<file path="config.mk">
export PLATFORM = sky130hd
export DESIGN_NAME = pyth_triple_src
export DESIGN_NICKNAME = d
export VERILOG_FILES = /design/src/rtl/pyth_triple_src.sv
export SDC_FILE = /design/constraint.sdc
export NUM_CORES = 1
export LEC_CHECK = 0
export ABC_CLOCK_PERIOD_IN_PS = 4250
export CAP_MARGIN = 15
export CORE_MARGIN = 2
export CORE_UTILIZATION = 45
export CTS_CLUSTER_SIZE = 16
export DETAILED_ROUTE_END_ITERATION = 10
export GPL_ROUTABILITY_DRIVEN = 0
export PLACE_DENSITY = 0.61
export SLEW_MARGIN = 0
export SYNTH_ARGS = -nofsm -noshare
export SYNTH_HDL_FRONTEND = slang
export SYNTH_SLANG_ARGS = --single-unit
</file>
<file path="constraint.sdc">
create_clock -name clk -period 4.25 [get_ports clk]
set_clock_uncertainty 0.05 [all_clocks]
set_input_delay 0.85 -clock clk [delete_from_list [all_inputs] [get_ports clk]]
set_output_delay 0.85 -clock clk [all_outputs]
set_load 0.1 [all_outputs]
</file>
<file path="src/rtl/pyth_triple_src.sv">
// rtl/pyth_triple_src.sv - multiplier-free Pythagorean triple source over legs 1 <= a < b <= MAX_LEG.
// Optional PYTH_PRIMITIVE_ONLY_EN: emit only primitive triples (subtractive GCD filter).
module pyth_triple_src #(
  parameter int W       = 8,
  parameter int MAX_LEG = 20
) (
  input  logic           clk,
  input  logic           rst,
  input  logic           start,
  output logic           busy,
  output logic           done,
  output logic           out_valid,
  input  logic           out_ready,
  output logic [W-1:0]   out_a,
  output logic [W-1:0]   out_b,
  output logic [W:0]     out_c,
  output logic [15:0]    count
);

  localparam int SW = 2*W + 1;

  typedef enum logic [2:0] {
    S_IDLE, S_INIT, S_PAIR, S_SEARCH, S_FILTER, S_EMIT, S_NEXT, S_DONE
  } state_t;

  state_t state, state_nx;

  logic [W-1:0]  a, b;
  logic [W:0]    c;
  logic [SW-1:0] asq, bsq, csq, target;

  logic [W:0]    a_inc, b_inc;
  logic [SW-1:0] asq_inc, bsq_inc, a1sq;
  logic          wrap, last_a;

`ifdef PYTH_PRIMITIVE_ONLY_EN
  logic [W-1:0]  ga, gb;
`endif

  // Squares advance by (n+1)^2 = n^2 + 2n + 1; {n,1'b1} is 2n+1.
  always_comb begin
    b_inc   = {1'b0, b} + 1'b1;
    bsq_inc = bsq + SW'({b, 1'b1});
    a_inc   = {1'b0, a} + 1'b1;
    asq_inc = asq + SW'({a, 1'b1});
    a1sq    = asq_inc + SW'({a_inc, 1'b1});
    wrap    = b_inc > (W+1)'(MAX_LEG);
    last_a  = wrap && (a_inc >= (W+1)'(MAX_LEG));
  end

  always_ff @(posedge clk) begin
    if (rst) state <= S_IDLE;
    else     state <= state_nx;
  end

  always_comb begin
    state_nx  = state;
    busy      = 1'b1;
    done      = 1'b0;
    out_valid = 1'b0;
    case (state)
      S_IDLE:   begin busy = 1'b0; if (start) state_nx = S_INIT; end
      S_DONE:   begin busy = 1'b0; done = 1'b1; if (start) state_nx = S_INIT; end
      S_INIT:   state_nx = S_PAIR;
      S_PAIR:   state_nx = S_SEARCH;
      S_SEARCH: begin
        if (csq == target)     state_nx = S_FILTER;
        else if (csq > target) state_nx = S_NEXT;
      end
`ifdef PYTH_PRIMITIVE_ONLY_EN
      S_FILTER: if (ga == gb) state_nx = (ga == W'(1)) ? S_EMIT : S_NEXT;
`else
      S_FILTER: state_nx = S_EMIT;
`endif
      S_EMIT:   begin out_valid = 1'b1; if (out_ready) state_nx = S_NEXT; end
      S_NEXT:   state_nx = last_a ? S_DONE : S_PAIR;
      default:  state_nx = S_IDLE;
    endcase
  end

  always_ff @(posedge clk) begin
    if (rst) begin
      a <= '0; b <= '0; c <= '0;
      asq <= '0; bsq <= '0; csq <= '0; target <= '0;
      out_a <= '0; out_b <= '0; out_c <= '0;
      count <= '0;
`ifdef PYTH_PRIMITIVE_ONLY_EN
      ga <= '0; gb <= '0;
`endif
    end else begin
      case (state)
        S_INIT: begin
          a <= W'(1); b <= W'(2);
          asq <= SW'(1); bsq <= SW'(4);
          count <= '0;
        end
        S_PAIR: begin
          target <= asq + bsq;
          c      <= b_inc;
          csq    <= bsq_inc;
`ifdef PYTH_PRIMITIVE_ONLY_EN
          ga <= a; gb <= b;
`endif
        end
        S_SEARCH: begin
          if (csq < target) begin
            csq <= csq + SW'({c, 1'b1});
            c   <= c + 1'b1;
          end
        end
        S_FILTER: begin
`ifdef PYTH_PRIMITIVE_ONLY_EN
          if (ga > gb)      ga <= ga - gb;
          else if (gb > ga) gb <= gb - ga;
`endif
          if (state_nx == S_EMIT) begin
            out_a <= a; out_b <= b; out_c <= c;
          end
        end
        S_EMIT: begin
          if (out_ready && count != 16'hFFFF) count <= count + 1'b1;
        end
        S_NEXT: begin
          if (wrap) begin
            a   <= a_inc[W-1:0];
            asq <= asq_inc;
            b   <= W'(a_inc + 1'b1);
            bsq <= a1sq;
          end else begin
            b   <= b_inc[W-1:0];
            bsq <= bsq_inc;
          end
        end
        default: ;
      endcase
    end
  end

endmodule

</file>
==> run_results.csv, run 1 <==
group,metric,value,unit
status,outcome,"complete, no violations",
synth,synth_mux_area_frac,0.00697,
sta,tightest_slew,1.05,ns
synth,yosys.area_share.simple,0.230,
global_route,grt_pass1_wl,41.4,mm
placed_design,dp_hpwl,18.9,mm
die,die_h,147,microns
global_route,grt_pass1_vias,7742,
placed_design,port_buffers,47,
route,drtIter0Drc,582,
route,dr_total_vias,8466,
power,switching_share,0.303,
die,num_rows,52,
synth,ys_seq_area_frac,0.300,
power,intPower,2.42,mW
worst_setup_path,path_class,"reg2reg",
finish,drive_above_1_share,0.0588,
global_route,antenna_found_initial,0,
cts,root_buffer,"clkbuf_16",
finish,mostFrequentLayoutCells,"nand2_1, dfxtp_1, a21oi_1, nor2_1, ha_1",
die,io_pins,48,
power,p_seq_frac,0.400,
synth,synth_nets,1287,
die,die-area,0.0215,sq mm
synth,synth_cell_types,73,
worst_setup_path,end_kind,"register",
global_route,gr-total-overflow,0,
finish,mostFrequentLayoutCell,"nand2_1",
synth,synth_adder_area_share,0.110,
sta,slew_headroom,0.298,
power,powerDensity,333,mW/mm^2
cts,clock-sinks,137,
power,combPwrFrac,0.170,
cts,worst_setup_hold_path_clk_slew,0.06,ns
finish,n_antenna_cell,0,
die,start_util,0.455,
finish,area_growth,14.0,%
global_route,grt_max_degree,69,
power,power_frac_clock,0.431,
route,drc,0,
cts,cts_tree,"done",
global_route,track_usage,0.239,
placed_design,pre_cts_slack,0.448,ns
power,max-vdd-ir-drop,0.269,mV
cts,cts_buffers,17,
synth,synth-edff-count,0,
synth,yosysWarnings,0,
cts,clk_latency,0.43,ns
sta,post-route-min-period,3.78,ns
synth,synth_compound_area_frac,0.226,
sta,hold_violations,0,
synth,synth_async_sr_flop_share,0,
sta,rsz0062_at_grt,"false",
synth,syn-cell-area,0.00916,sq mm
synth,yosys_register_bits,137,
cts,htreeDepth,4,
sta,setup_viol,0,
worst_setup_path,rrSetupSlack,0.47,ns
sta,fin_crit_sh,0.890,
cts,cts_setup_buffers,0,
power,switchingPower,1.05,mW
cts,cts_hold_buf,0,
power,finalPower,3.48,mW
synth,synthXorXnorAreaFrac,0.0794,
power,p_leak,4.01,nW
route,dr.pass1.iters,7,
worst_setup_path,cp.arrival,4.03,ns
route,final_antenna_net_count,0,
route,viasPerCell,5.60,
worst_setup_path,worstSetupStartpointType,"register",
cts,post_cts_resized,0,
cts,cts_max_path_buffers,2,
run,maxCapViolCount,0,
hold_path,min_path_type,"reg2reg",
worst_setup_path,path_max_fanout,4,
finish,nNetsFinal,1310,
sta,drv_slew,0,
sta,fin_tns_setup,0,ns
synth,synthFlopType,"dfxtp_1",
synth,syn-instance-count,1205,
worst_setup_path,critPathRequiredTime,4.50,ns
synth,synth_area_per_cell,7.60,sq um
route,routed_wl,25.5,mm
die,core,0.0201,sq mm
synth,synth_top_family_by_area,"simple AND/OR/NAND/NOR gates",
die,die_w,147,microns
sta,max_freq,264,MHz
sta,worst_slack,0.469,ns
route,wire_per_inst,16.9,microns
-- layout make-up --
cell class / instances / area (sq um)
fillers: 1974 / 9670
multi-input cells: 960 / 5990
flip-flops and latches: 137 / 2740
repair buffers: 64 / 596
clock buffers: 18 / 429
well taps: 270 / 338
inverters: 48 / 180
clock inverters: 14 / 156
-- final timing paths --
check | from | endpoint | cells past startpoint
hold reg to reg | target[7]$_SDFFE_PP0P_ | target[7]$_SDFFE_PP0P_ | 2
setup reg to reg | asq[4]$_SDFFE_PP0P_ | bsq[13]$_SDFFE_PP0P_ | 14
setup / recovery | asq[4]$_SDFFE_PP0P_ | bsq[13]$_SDFFE_PP0P_ | 14
hold / removal | target[7]$_SDFFE_PP0P_ | target[7]$_SDFFE_PP0P_ | 2
-- state kept, by name, indices dropped and copies added, names as in the netlist, 9 cells and up --
register	flops
csq	17
c	9
out_c	9
target	17
asq	17
bsq	17
count	16
-- Yosys cell counts, types with 7 or more instances --
cell type	instances	share of area
a31oi_1	14	0.0096
nand4_1	9	0.0061
nand2b_1	10	0.0068
dfxtp_1	137	0.30
a211oi_1	19	0.016
nor2b_1	11	0.0075
xnor2_1	57	0.055
a21o_1	22	0.018
a22oi_1	10	0.0082
and3_1	25	0.017
clkbuf_1	54	0.022
nand2_1	162	0.066
o21bai_1	8	0.0066
nor3_1	30	0.016
ha_1	74	0.10
xor2_1	26	0.025
a221oi_1	7	0.0067
nand3_1	43	0.024
or3_1	10	0.0068
inv_1	48	0.020
a21oi_1	132	0.072
o21ai_0	61	0.033
nor2_1	121	0.050
-- power by group through the flow --
stage          Combinational, mW  Sequential [mW]  Clock (mW)
2_1_floorplan              0.452             1.39           0
3_3_place_gp               0.579             1.42           0
3_5_place_dp               0.583             1.42           0
4_1_cts                    0.586             1.39        1.52
5_1_grt                    0.658             1.40        1.57
6_report                   0.590             1.39        1.50
-- metrics by stage --
step | std cells | utilization | hold WS, ns | cell area (sq um)
floorplan | 1205 | - | 0.382 | 9160
CTS | 1510 | 0.519 | 0.401 | 10400
finish | 1511 | 0.519 | 0.402 | 10400
global placement | 1478 | 0.490 | 0.389 | 9840
detailed placement | 1478 | 0.490 | 0.395 | 9840
global route | 1511 | 0.519 | 0.422 | 10400
-- logic make-up (layout without fill, tap and decap cells) --
kind of cell,count (synthesis),after routing
AOI/OAI and AO/OA,335,335
xor gates and xnor gates,83,83
adders and majority gates,78,78
buffers and inverters,108,144
DFF,137,137
muxes,6,6
and+or+nand+nor,458,458
-- critical path, stage by stage, from the launching register on --
cell and delay (ns):
dfxtp_1 0.33, ha_1 0.35, a2111oi_2 0.43, o31a_1 0.27, nor2_1 0.09, a21o_1 0.18, a21oi_1 0.25, xnor2_1 0.10
ha_1 0.21, or3_2 0.42, o31ai_1 0.42, a2111oi_0 0.14, nor2_1 0.15, xor2_1 0.17, o22ai_1 0.09
-- layer usage --
layer,GRT usage,vias to the layer above,routed length [microns]
li1,-,4330,-
met1,0.345,3916,12600
met2,0.367,199,11400
met3,0.0444,21,1230
met4,0.0578,0,299
met5,0,-,0
Power figures use the tool's default switching activity.
==> run 2, diff against run 1 <==
--- a/config.mk
+++ b/config.mk
@@ -6,12 +6,14 @@
 export NUM_CORES = 1
 export LEC_CHECK = 0
 export ABC_CLOCK_PERIOD_IN_PS = 4250
-export CAP_MARGIN = 15
+export CAP_MARGIN = 5
+export CORE_ASPECT_RATIO = 2
 export CORE_MARGIN = 2
 export CORE_UTILIZATION = 45
 export CTS_CLUSTER_SIZE = 16
 export DETAILED_ROUTE_END_ITERATION = 10
 export GPL_ROUTABILITY_DRIVEN = 0
+export HOLD_SLACK_MARGIN = 0.08
 export PLACE_DENSITY = 0.61
 export SLEW_MARGIN = 0
 export SYNTH_ARGS = -nofsm -noshare
==> run 2 against run 1 <==
Combinational power increased by 3%. Worst setup slack got worse by 0.11 ns. Critical endpoint unchanged. Cell count decreased by 0.46%. First-iteration DRC count decreased by 38%. Via count increased by 1.8%. Highest routed layer unchanged. Total power increased by 0.13%.
==> run_results.csv, run 2 (synthesized netlist as in run 1, its figures left out) <==
group,metric,value,unit
status,outcome,"complete, no violations",
sta,tightest_slew,1.18,ns
die,die-area,0.0216,sq mm
global_route,gr-total-overflow,0,
finish,n_antenna_cell,0,
sta,setup_viol,0,
worst_setup_path,path_max_fanout,4,
sta,rsz0062_at_grt,"false",
cts,cts_tree,"done",
worst_setup_path,r2r-start,"asq[4]$_SDFFE_PP0P_",
cts,root_buffer,"clkbuf_16",
finish,nFillCells,2044,
finish,mostFrequentLayoutCells,"nand2_1, dfxtp_1, a21oi_1, nor2_1, ha_1",
route,routed_wl,26.9,mm
cts,cts_max_path_buffers,2,
cts,htreeDepth,4,
die,start_util,0.460,
worst_setup_path,path_class,"reg2reg",
worst_setup_path,cp_cell_sequence,"ha_1, a2111oi_2, o31a_1, nor2_1, a21o_1, a21oi_1, xnor2_1, ha_1, or3_2, o31ai_1, a2111oi_0, nor2_1, xor2_1, o22ai_1",
die,die_w,105,microns
cts,clock-sinks,137,
placed_design,port_buffers,47,
sta,hold_slack,0.400,ns
worst_setup_path,critPathRequiredTime,4.50,ns
placed_design,dp_hpwl,20.6,mm
power,max-vdd-ir-drop,0.250,mV
worst_setup_path,worstSetupStartpointType,"register",
finish,final_cell_count_no_fill,1504,
sta,post-route-min-period,3.89,ns
finish,mostFrequentLayoutCell,"nand2_1",
worst_setup_path,cp_slowest_stage_delay,0.46,ns
finish,drive_above_1_share,0.0604,
global_route,grt_pass1_wl,42.8,mm
cts,post_cts_resized,0,
finish,nNetsFinal,1312,
finish,utilization,0.524,
route,drtIter0Drc,360,
power,p_leak,4.02,nW
global_route,track_usage,0.254,
worst_setup_path,r2r_cells,14,
placed_design,pre_cts_slack,0.371,ns
cts,cts_buffers,17,
finish,multi_input_area,0.00599,sq mm
route,drc,0,
sta,max_freq,257,MHz
worst_setup_path,rrSetupSlack,0.36,ns
hold_path,hold_depth,2,
worst_setup_path,path_delay_family,"compound AO/OA/AOI/OAI gates",
finish,fin_area,0.0104,sq mm
finish,regArea,0.00274,sq mm
finish,area_growth,14.0,%
global_route,antenna_found_initial,0,
cts,cts_hold_buf,0,
placed_design,placed_cells,1473,
hold_path,min_path_type,"reg2reg",
cts,cts_setup_buffers,0,
route,viasPerCell,5.73,
sta,hold_violations,0,
global_route,grt_max_degree,85,
cts,clk_latency,0.44,ns
sta,fin_crit_sh,0.916,
placed_design,place_area,0.00986,sq mm
hold_path,holdCritStartpoint,"target[7]$_SDFFE_PP0P_",
sta,worst_slack,0.356,ns
power,powerDensity,333,mW/mm^2
route,dr.pass1.iters,6,
worst_setup_path,cp-startpoint,"asq[4]$_SDFFE_PP0P_",
power,finalPower,3.48,mW
cts,worst_setup_hold_path_clk_slew,0.06,ns
route,final_antenna_net_count,0,
global_route,grt_pass1_vias,8437,
worst_setup_path,cp.arrival,4.14,ns
die,core,0.0199,sq mm
worst_setup_path,worst-path-buf-inv,0,
die,num_rows,73,
sta,fin_tns_setup,0,ns
die,die_h,206,microns
run,maxCapViolCount,0,
worst_setup_path,end_kind,"register",
die,io_pins,48,
worst_setup_path,reg2reg_to,"bsq[13]$_SDFFE_PP0P_",
hold_path,hold_end,"target[7]$_SDFFE_PP0P_",
sta,slew_headroom,0.210,
worst_setup_path,slowest_stage,"a2111oi_2",
route,wire_per_inst,17.9,microns
route,dr_total_vias,8619,
sta,drv_slew,0,
[run 2: cell types whose count changed in the layout (fill, tap and decap cells not counted)]
cell	previous run	this run
inv_6	7	4
buf_4	18	20
clkbuf_1	1	0
clkbuf_8	0	1
clkinv_2	1	2
clkinv_4	0	1
[run 2: area by class of cell]
| type | instances | share of cell area |
|---|---|---|
| Timing Repair Buffer | 66 | 0.0585 |
| Multi-Input combinational cell | 960 | 0.574 |
| Sequential cell | 137 | 0.263 |
| Tap cell | 262 | 0.0314 |
| Clock buffer | 18 | 0.0421 |
| Clock inverter | 13 | 0.0138 |
| Inverter | 48 | 0.0173 |
[run 2: power by group]
part / leakage [nW] / internal, mW / switching [mW] / total, mW
registers: 1.11 / 1.33 / 0.0602 / 1.39
clock network: 0.276 / 0.880 / 0.602 / 1.48
logic: 2.64 / 0.215 / 0.395 / 0.610
total: 4.02 / 2.42 / 1.06 / 3.48
[run 2: routing by layer]
metal / part of all wire / global-route usage
met1: 0.38 / 0.254
met2: 0.54 / 0.494
met3: 0.026 / 0.0402
met4: 0.049 / 0.137
met5: 0 / 0
[run 2: worst reg2reg max path, cell delays in order, from the launching register on]
cell	delay, ns
dfxtp_1	0.34
ha_1	0.35
a2111oi_2	0.46
o31a_1	0.31
nor2_1	0.10
a21o_1	0.18
a21oi_1	0.24
xnor2_1	0.10
ha_1	0.21
or3_2	0.42
o31ai_1	0.45
a2111oi_0	0.15
nor2_1	0.15
xor2_1	0.15
o22ai_1	0.09
[run 2: worst max-delay path by stage]
stage | to | slack [ns] | cells past startpoint
after floorplan | bsq[13]$_SDFFE_PP0P_ | 0.82 | 14
after global placement | bsq[13]$_SDFFE_PP0P_ | 0.46 | 14
after detailed placement | bsq[13]$_SDFFE_PP0P_ | 0.37 | 14
after CTS | bsq[13]$_SDFFE_PP0P_ | 0.33 | 14
after global routing | bsq[13]$_SDFFE_PP0P_ | 0.09 | 14
final | bsq[13]$_SDFFE_PP0P_ | 0.36 | 14
==> run 3, diff against run 2 <==
==> constraint.sdc (replaced) <==
create_clock -name clk -period 4.25 [get_ports clk]
set_clock_uncertainty 0.05 [all_clocks]
set_input_delay 0.425 -clock clk [delete_from_list [all_inputs] [get_ports clk]]
set_output_delay 0.425 -clock clk [all_outputs]
set_load 0.1 [all_outputs]
==> run 3 against run 2 <==
Total power shrank 1.6%. Largest power group unchanged. First-iteration DRC count grew 19%. Count of clock-buffer cells in the layout is 2 higher. Wire length up 1.3%. Hold slack worse by 0.019 ns. Design area down 0.12%. Sequential power is essentially flat.
==> run_results.csv, run 3 (synthesized netlist as in run 1, its figures left out) <==
group,metric,value,unit
cts,worst_setup_hold_path_clk_slew,0.06,ns
finish,drive_above_1_share,0.0611,
cts,cts_buffers,17,
worst_setup_path,slowest_stage,"a2111oi_2",
die,start_util,0.460,
route,wire_per_inst,18.1,microns
route,dr.pass1.iters,5,
finish,fin_area,0.0104,sq mm
die,die-area,0.0216,sq mm
status,outcome,"complete, no violations",
global_route,use_met1,0.261,
placed_design,port_buffers,47,
route,viasPerCell,5.75,
finish,utilization,0.524,
finish,nFillCells,2050,
finish,n_antenna_cell,0,
worst_setup_path,path_max_fanout,4,
cts,post_cts_resized,0,
worst_setup_path,cp_cell_sequence,"ha_1, a2111oi_2, o31a_1, nor2_1, a21o_1, a21oi_1, xnor2_1, ha_1, or3_2, o31ai_1, a2111oi_0, nor2_1, xor2_1, o22ai_1",
route,drc,0,
worst_setup_path,path_class,"reg2reg",
finish,area_growth,13.9,%
sta,rsz0062_at_grt,"false",
route,routed_wl,27.3,mm
route,drtIter0Drc,427,
placed_design,place_area,0.00987,sq mm
worst_setup_path,cp_slowest_stage_delay,0.46,ns
global_route,grt_pass1_wl,43.2,mm
die,die_h,206,microns
die,io_pins,48,
global_route,gr-total-overflow,0,
global_route,use_met2,0.492,
finish,mostFrequentLayoutCells,"nand2_1, dfxtp_1, a21oi_1, nor2_1, ha_1",
cts,cts_setup_buffers,0,
global_route,antenna_found_initial,0,
sta,drv_slew,0,
worst_setup_path,path_delay_family,"compound AO/OA/AOI/OAI gates",
sta,fin_tns_setup,0,ns
worst_setup_path,cp.arrival,4.16,ns
cts,clk_latency,0.44,ns
sta,slew_headroom,0.340,
hold_path,min_path_type,"in2reg",
cts,cts_max_path_buffers,2,
die,num_rows,73,
sta,tightest_slew,0.987,ns
finish,nNetsFinal,1314,
power,max-vdd-ir-drop,0.215,mV
die,core,0.0199,sq mm
global_route,grt_use_met3,0.0339,
cts,cts_tree,"done",
cts,root_buffer,"clkbuf_16",
finish,mostFrequentLayoutCell,"nand2_1",
placed_design,dp_hpwl,20.7,mm
cts,cts_hold_buf,0,
worst_setup_path,end_kind,"register",
sta,max_freq,256,MHz
worst_setup_path,worstSetupStartpointType,"register",
sta,hold_violations,0,
route,final_antenna_net_count,0,
route,dr_total_vias,8655,
sta,post-route-min-period,3.90,ns
global_route,grt_most_used_layer,"met2",
global_route,track_usage,0.257,
sta,fin_crit_sh,0.917,
cts,clock-sinks,137,
worst_setup_path,critPathRequiredTime,4.51,ns
die,die_w,105,microns
power,powerDensity,329,mW/mm^2
global_route,grt_max_degree,84,
worst_setup_path,worst-path-buf-inv,0,
run,maxCapViolCount,0,
cts,htreeDepth,4,
global_route,grt_pass1_vias,8280,
sta,setup_viol,0,
power,p_leak,4.03,nW
==> run 3: worst reg2reg max path, cell delays in order (launching register included) <==
cell and delay (ns):
dfxtp_1 0.33, ha_1 0.35, a2111oi_2 0.47, o31a_1 0.29
nor2_1 0.10, a21o_1 0.18, a21oi_1 0.25, xnor2_1 0.11
ha_1 0.21, or3_2 0.42, o31ai_1 0.44, a2111oi_0 0.14
nor2_1 0.15, xor2_1 0.17, o22ai_1 0.09
==> run 3: final timing paths <==
path / from / to / slack (ns) / cells past startpoint
worst max register to register: asq[4]$_SDFFE_PP0P_ / bsq[13]$_SDFFE_PP0P_ / 0.35 / 14
worst min-delay path: rst / target[9]$_SDFFE_PP0P_ / 0.38 / 2
worst min register to register: out_b[5]$_SDFFE_PP0P_ / out_b[5]$_SDFFE_PP0P_ / 0.40 / 2
worst max-delay path: asq[4]$_SDFFE_PP0P_ / bsq[13]$_SDFFE_PP0P_ / 0.35 / 14
==> run 3: power by group <==
| group | switching [mW] | leakage, nW | internal [mW] | total (mW) |
|---|---|---|---|---|
| Clock | 0.597 | 0.268 | 0.829 | 1.43 |
| Sequential | 0.0604 | 1.11 | 1.33 | 1.39 |
| Combinational | 0.393 | 2.65 | 0.219 | 0.612 |
| Total | 1.05 | 4.03 | 2.38 | 3.43 |
==> run 3: final cells by class <==
| cell class | instances | area [sq um] | area share |
|---|---|---|---|
| Clock buffer | 20 | 457 | 0.0438 |
| Clock inverter | 11 | 98.8 | 0.00948 |
| Inverter | 48 | 180 | 0.0173 |
| Multi-Input combinational cell | 960 | 5990 | 0.575 |
| Sequential cell | 137 | 2740 | 0.263 |
| Tap cell | 262 | 328 | 0.0314 |
| Timing Repair Buffer | 68 | 626 | 0.0600 |
==> run 3: routing by layer <==
metal	part of all wire	vias up
li1	-	4332
met1	0.38	4094
met2	0.54	165
met3	0.029	64
met4	0.053	0
met5	0	-
==> run 3: through the flow <==
step / power (mW) / cells / worst slack, ns / hold slack, ns
after floorplan: 1.85 / 1205 / 0.820 / 0.382
after global placement: 2.02 / 1475 / 0.466 / 0.390
after detailed placement: 2.03 / 1475 / 0.410 / 0.396
after CTS: 3.45 / 1506 / 0.375 / 0.372
after global routing: 3.57 / 1506 / 0.117 / 0.393
final: 3.43 / 1506 / 0.351 / 0.382
